## config.mk

```make
export PLATFORM = sky130hd
export DESIGN_NAME = regfile_write_demux
export DESIGN_NICKNAME = d
export VERILOG_FILES = /design/src/rtl/regfile_write_demux_pkg.sv /design/src/rtl/regfile_write_demux_lsb_pick16.sv /design/src/rtl/regfile_write_demux.sv
export SDC_FILE = /design/constraint.sdc
export NUM_CORES = 1
export LEC_CHECK = 0
export CORE_AREA = 4 4 243 245
export CTS_CLUSTER_SIZE = 16
export DETAILED_ROUTE_END_ITERATION = 12
export DIE_AREA = 0 0 247 249
export PLACE_DENSITY_LB_ADDON = 0.08
export SYNTH_ARGS = -nofsm -noshare
export SYNTH_HDL_FRONTEND = slang
export SYNTH_SLANG_ARGS = --single-unit
```

## constraint.sdc

```tcl
create_clock -name clk -period 25.7 [get_ports clk]
set_input_delay 5.14 -clock clk [delete_from_list [all_inputs] [get_ports clk]]
set_output_delay 5.14 -clock clk [all_outputs]
set_load 0.05 [all_outputs]
```

## src/rtl/regfile_write_demux_pkg.sv

```systemverilog
// Shared definitions for the register-file write demux.
// Covers the FSM encoding and the register-file geometry.
package regfile_write_demux_pkg;
    localparam int NUM_REGS = 16;
    localparam int PC_IDX   = 15;

    typedef enum logic {
        IDLE  = 1'b0,
        BURST = 1'b1
    } state_t;
endpackage

```

## src/rtl/regfile_write_demux_lsb_pick16.sv

```systemverilog
// Lowest-set-bit finder for the burst remaining-list.
// Purely combinational; found=0 means the mask is empty.
module lsb_pick16 (
    input  logic [15:0] mask,
    output logic [3:0]  idx,
    output logic        found
);
    always_comb begin
        idx   = '0;
        found = 1'b0;
        // Scan from the top down so the last hit is the lowest index.
        for (int i = 15; i >= 0; i--) begin
            if (mask[i]) begin
                idx   = 4'(i);
                found = 1'b1;
            end
        end
    end
endmodule

```

## src/rtl/regfile_write_demux.sv

```systemverilog
// 16-entry register file with one single-write port and an LDM-style burst path.
// A burst fills the registers selected by a mask, lowest index first, one beat at a time.
module regfile_write_demux
    import regfile_write_demux_pkg::*;
#(
    parameter int W = 32
) (
    input  logic                clk,
    input  logic                reset,
    input  logic                wr_en,
    input  logic [3:0]          wr_addr,
    input  logic [W-1:0]        wr_data,
    input  logic                burst_start,
    input  logic [15:0]         burst_list,
    input  logic                beat_valid,
    input  logic [W-1:0]        beat_data,
    output logic                beat_ready,
    output logic                busy,
    output logic                burst_done,
    output logic [16*W-1:0]     reg_q,
    output logic                pc_wr,
    output logic [W-1:0]        pc_data,
    output logic                dbg_state
);
    state_t       state;
    logic [15:0]  remaining;
    logic [15:0]  rem_next;
    logic [15:0]  we;
    logic [W-1:0] wdata;
    logic [3:0]   pick_idx;
    logic         pick_found;
    logic         accept;
    logic [W-1:0] regs [NUM_REGS];

    // Beat handshake: a beat transfers on any rising edge where beat_valid and
    // beat_ready are both high; the source holds beat_data until that edge.
    assign busy       = (state == BURST);
    assign beat_ready = (state == BURST);
    assign dbg_state  = state;
    assign accept     = busy & beat_valid & pick_found;

    lsb_pick16 u_pick (
        .mask  (remaining),
        .idx   (pick_idx),
        .found (pick_found)
    );

    // One-hot write-enable decode; the two write sources are exclusive by state.
    always_comb begin
        we       = '0;
        wdata    = wr_data;
        rem_next = remaining;
        if (state == IDLE) begin
            if (wr_en) we[wr_addr] = 1'b1;
        end else if (accept) begin
            we[pick_idx]       = 1'b1;
            wdata              = beat_data;
            rem_next[pick_idx] = 1'b0;
        end
    end

    always_ff @(posedge clk or posedge reset) begin
        if (reset) begin
            state      <= IDLE;
            remaining  <= '0;
            burst_done <= 1'b0;
            pc_wr      <= 1'b0;
            pc_data    <= '0;
            for (int i = 0; i < NUM_REGS; i++) regs[i] <= '0;
        end else begin
            burst_done <= 1'b0;
            pc_wr      <= we[PC_IDX];
            if (we[PC_IDX]) pc_data <= wdata;
            for (int i = 0; i < NUM_REGS; i++) begin
                if (we[i]) regs[i] <= wdata;
            end
            case (state)
                IDLE: begin
                    if (burst_start) begin
                        if (burst_list != '0) begin
                            remaining <= burst_list;
                            state     <= BURST;
                        end else begin
                            burst_done <= 1'b1;
                        end
                    end
                end
                BURST: begin
                    remaining <= rem_next;
                    if (accept && rem_next == '0) begin
                        state      <= IDLE;
                        burst_done <= 1'b1;
                    end
                end
                default: state <= IDLE;
            endcase
        end
    end

    for (genvar g = 0; g < NUM_REGS; g++) begin : g_q
        assign reg_q[W*g +: W] = regs[g];
    end
endmodule

```

# After elaboration in Yosys (flattened, before gate mapping)
# Index checks and enable logic that the tools add are counted.
# Widths: inputs -> output; s select.
op_classes:
  magnitude_cmp: 4
  n_eq_ne: 2
  muxes: 54
  bitwise_logic: 5
  n_reduce_logical: 6
ops:
  columns: ["cell", "n"]
  rows:
  - ["$mux 16", 7]
  - ["$mux 32", 2]
  - ["$mux 4", 16]
  - ["$pmux 16 s2", 1]
  - ["$mux 1", 24]
  - ["$and 16x16->16", 1]
  - ["$logic_not 16->1", 1]
  - ["$not 16->16", 1]
  - ["$reduce_bool 16->1", 1]
  - ["$lt 4x5->1 const B", 2]
  - ["$demux 1 s4", 2]
  - ["$ge 4x1->1 const B", 2]
  - ["$pmux 1 s2", 2]
  - ["$logic_and 1x1->1", 3]
  - ["$and 1x1->1", 2]
  - ["$ne 2x1->1 const B", 1]
  - ["$ne 2x2->1 const B", 1]
  - ["$reduce_and 2->1", 1]
  - ["$not 1->1", 1]
word_totals:
  regBits: 531
  input_bits: 89
  output_inout_bits: 549

# Longest topological paths before layout
depth:
  depth_word: 28
  depth_mapped: 10

# By module
# A second synthesis with hierarchy kept.
hier_totals:
  hier_cells: 1919
  hier_area_um2: 19976.7
by_module_without_submodules:
  columns: ["module", "n_inst", "cells_each", "area_per_inst_um2"]
  rows:
  - ["regfile_write_demux", 1, 1886, 19797.7]
  - ["lsb_pick16", 1, 33, 178.9]

# Least setup slack after synthesis
# Ideal clock, no wire load.
synth_path:
  path_type: "in2reg"
  startpoint: "input port wr_en"
  endpoint: "register regs (netlist bit reg_q[0])"
  setup_ns: 0.078
  arrival_time_ns: 6.823
  required_ns: 25.622
  setup_slack_ns: 18.799
  cell_stages: 7
  path_buffers: 2
  path_cell_list: "nor2b_1 -> or3b_2 -> buf_1 -> o22ai_1 -> clkbuf_1 -> nor2_1 -> a21oi_1"
synth_via:
  elab_chain_len: 2
synth_lines:
  columns: ["element", "line_no", "rtl"]
  rows:
  - ["start, declared", "regfile_write_demux.sv:10", "input logic wr_en,"]
  - ["$mux 16", "regfile_write_demux.sv:54", "if (wr_en) we[wr_addr] = 1'b1;"]
  - ["$mux 16", "regfile_write_demux.sv:53", "if (state == IDLE) begin"]
  - ["end signal, assigned by index", "regfile_write_demux.sv:75", "if (we[i]) regs[i] <= wdata;"]
  - ["end, declared", "regfile_write_demux.sv:33", "logic [W-1:0] regs [NUM_REGS];"]
# No other way between the ends.
# A chain may end at the register's enable or synchronous reset.

# Worst setup path in the final report
layout_path:
  startpoint: "input port beat_valid"
  endpoint: "register regs (netlist bit reg_q[329])"
layout_via:
  elab_chain_len: 4
  word_cells_on_any_way: 6
layout_lines:
  columns: ["element", "line_no", "rtl"]
  rows:
  - ["start, declared", "regfile_write_demux.sv:15", "input logic beat_valid,"]
  - ["$and 1x1->1 (*) (2 in a row)", "regfile_write_demux.sv:40", "assign accept = busy & beat_valid & pick_found;"]
  - ["$mux 32 / $mux 16 (equally long branches)", "regfile_write_demux.sv:55", "end else if (accept) begin"]
  - ["$mux 32 / $mux 16 (equally long branches)", "regfile_write_demux.sv:53", null]
# Every way passes the cells marked *; elsewhere a longest branch is shown, timed or not.

==> impl_results.md <==
* Remaining DRCs at 0
* Max_cap viols at 0
* Synth top area cells: dfrtp_1 64%, mux2_2 17%, a21oi_1 5.4%
* Most frequent cells in the layout: 637 x clkdlybuf4s50_1, 531 x dfrtp_1, 320 x mux2_2
* Worst Clk Skew at 17.0 ps
* Std-Cell Rows at 88
* Synth area leader: dfrtp_1
* DP HPWL at 53.9 mm
* GPL Wtd Cong at 0.881
* Post-CTS setup buffer count at 0
* Sequential share of the synthesized area at 63.6%
* Synth Area per Inst at 13.0 sq um
* Fin crit period at 7330 ps
* H-tree Lvls at 2
* Largest delay share family, worst path: buffers and inverters
* CTS Buf Count at 57
* Total Die Area at 61500 sq um
* Hold-fix buffers, CTS at 0
* Met3 GRT Util at 6.85%
* Type of the tightest min-delay check: reg2reg
* Flops & latches, synth at 531
* Total iterations of the first detailed-routing run at 5
* Area grow syn2layout at 42.2%
* First-pass GRT wire length at 109 mm
* Worst Setup End Kind: flop
* Fmax at 136 MHz
* GRT busiest layer: met2
* Netlist cell types at 56
* Final core utilization at 52.0%
* Post-synth top area share at 63.6%
* Final setup TNS at 0 ps
* Fin. Hold Viols at 0
* Core ar. at 57100 sq um
* Nets at 2294
* Synthesized cell area at 20900 sq um
* Slew @ Worst Pin at 1070 ps
* Vias in the first global route at 15500
* Initial DRC Count at 997
* Synth warnings at 0
* Max-slew violations at 0
* Final wirelength at 74.2 mm
* Met2 usage at 38.0%
* Worst Path Required at 26160 ps
* Port bufs at 637
* Clock Latency Late Sink at 610 ps
* Period utilization at 28.5%
* CTS Sinks at 531
* Clk buf depth at 3
* Routed len/inst at 24.6 um
* Worst path max stage delay at 940 ps
* Post-synth EDFFs at 0
* Initial antenna violation count at 3
* Routed vias at 15100
* Critical Path Fanout Max at 41
* Starting Density at 36.5%
* Cells after Synth at 1611
* Routed vias/inst at 5.00
* Die width at 247 um
* Clock-pin slew on the worst setup and hold paths at 60 ps
* WP data arrival at 7790 ps
* Pin count of the biggest net entering global routing at 162
* Relative slew slack at 26.3%
* Crit path kind: in2reg
* Ports at 638
* Post-CTS Resized at 0
* Ys flop type: dfrtp_1
* CTS root buffer: clkbuf_16
* Synthesized net count at 1700
* Asr flop ratio synth at 100%
* CP Cell Sequence: clkdlybuf4s50_1 -> nand2_1 -> a41oi_4 -> buf_4 -> mux2i_1 -> a21oi_1
* RSZ-0062 raised after global routing: no
* Critical Path Slowest Stage Cell: mux2i_1
* Die H at 249 um
* Endpoints failing setup at 0
* Status: completed
* GR Util met1 at 31.0%
* Leading cell type in the layout, fill and taps excluded: clkdlybuf4s50_1
* CTS tree: built
* GRT Total Usage at 23.7%
* Critical path buffer and inverter count at 2
* Final ANT Viol Nets at 0
* Startpoint types: primary input
* Overflow after GRT at 0
* Fraction of layout cells with a size suffix above 1 at 20.0%
worst reg2reg max path, delay by kind of cell, from the launching register on:
kind / cells / cell delay [ps]
AO/OA/AOI/OAI: 1 / 480
flip-flops: 1 / 490
multiplexers: 1 / 470
AND/OR/NAND/NOR: 4 / 1680
stage by stage:
stage | setup WS [ps] | cell area (sq um) | cells | hold slack (ps)
after global routing | 17990 | 29700 | 3015 | 509
final | 18370 | 29700 | 3018 | 502
after global placement | 17690 | 27800 | 2911 | 488
after floorplan | 5720 | 20900 | 1611 | 516
after CTS | 18330 | 29700 | 3013 | 505
after detailed placement | 17660 | 27800 | 2911 | 492
sequential cells by signal, indices dropped and copies added (netlist names):
register,count
beat_ready,1
pc_wr,1
remaining,16
reg_q,512
burst_done,1
area by class of cell:
cell class | count | area (sq um)
Fill cell | 5057 | 27500
Inverter | 5 | 26.3
Tap cell | 765 | 957
Multi-Input combinational cell | 954 | 7010
Sequential cell | 531 | 13300
Clock inverter | 12 | 166
Clock buffer | 90 | 1690
Antenna cell | 5 | 12.5
Timing Repair Buffer | 656 | 6530
synth_stat cells, drive strengths merged (3+ instances only):
| cell type | n |
|---|---|
| clkbuf | 35 |
| o21a | 8 |
| a21oi | 227 |
| or3 | 3 |
| dfrtp | 531 |
| nand2 | 18 |
| o22ai | 3 |
| mux2i | 32 |
| nand3 | 7 |
| mux2 | 320 |
| a21o | 12 |
| a22o | 15 |
| a31oi | 3 |
| nor3 | 3 |
| nor4 | 10 |
| nand2b | 4 |
| or2 | 3 |
| buf | 86 |
| o21ai | 12 |
| nor2 | 241 |
| inv | 5 |
cell families after synthesis:
| group | Yosys count | share of synthesized area [%] |
|---|---|---|
| multiplexers | 352 | 18.8 |
| AO/OA/AOI/OAI | 302 | 8.25 |
| AND/OR/NAND/NOR | 300 | 6.01 |
| buffers and inverters | 126 | 3.33 |
| flip-flops | 531 | 63.6 |
layer usage:
| layer | share of wire, % | wire (um) | vias up |
|---|---|---|---|
| met2 | 47 | 35100 | 509 |
| li1 | - | - | 6802 |
| met5 | 0 | 0 | - |
| met1 | 41 | 30700 | 7647 |
| met4 | 3.4 | 2540 | 0 |
| met3 | 7.9 | 5840 | 122 |
path summary, 6_finish.rpt:
path	cells after the start	endpoint	start	slack [ps]
max	6	reg_q[329]$_DFFE_PP0P_	beat_valid	18370
min	1	reg_q[352]$_DFFE_PP0P_	reg_q[352]$_DFFE_PP0P_	500
max reg2reg	6	reg_q[421]$_DFFE_PP0P_	remaining[8]$_DFFE_PP0P_	22470
min reg2reg	1	reg_q[352]$_DFFE_PP0P_	reg_q[352]$_DFFE_PP0P_	500
max in group asynchronous	4	reg_q[369]$_DFFE_PP0P_	reset	18380
min in group asynchronous	2	reg_q[86]$_DFFE_PP0P_	reset	5110
Power is left out: the tool's default activity adds up to more than one toggle a clock period on the data nets, which glitch-free logic cannot reach.
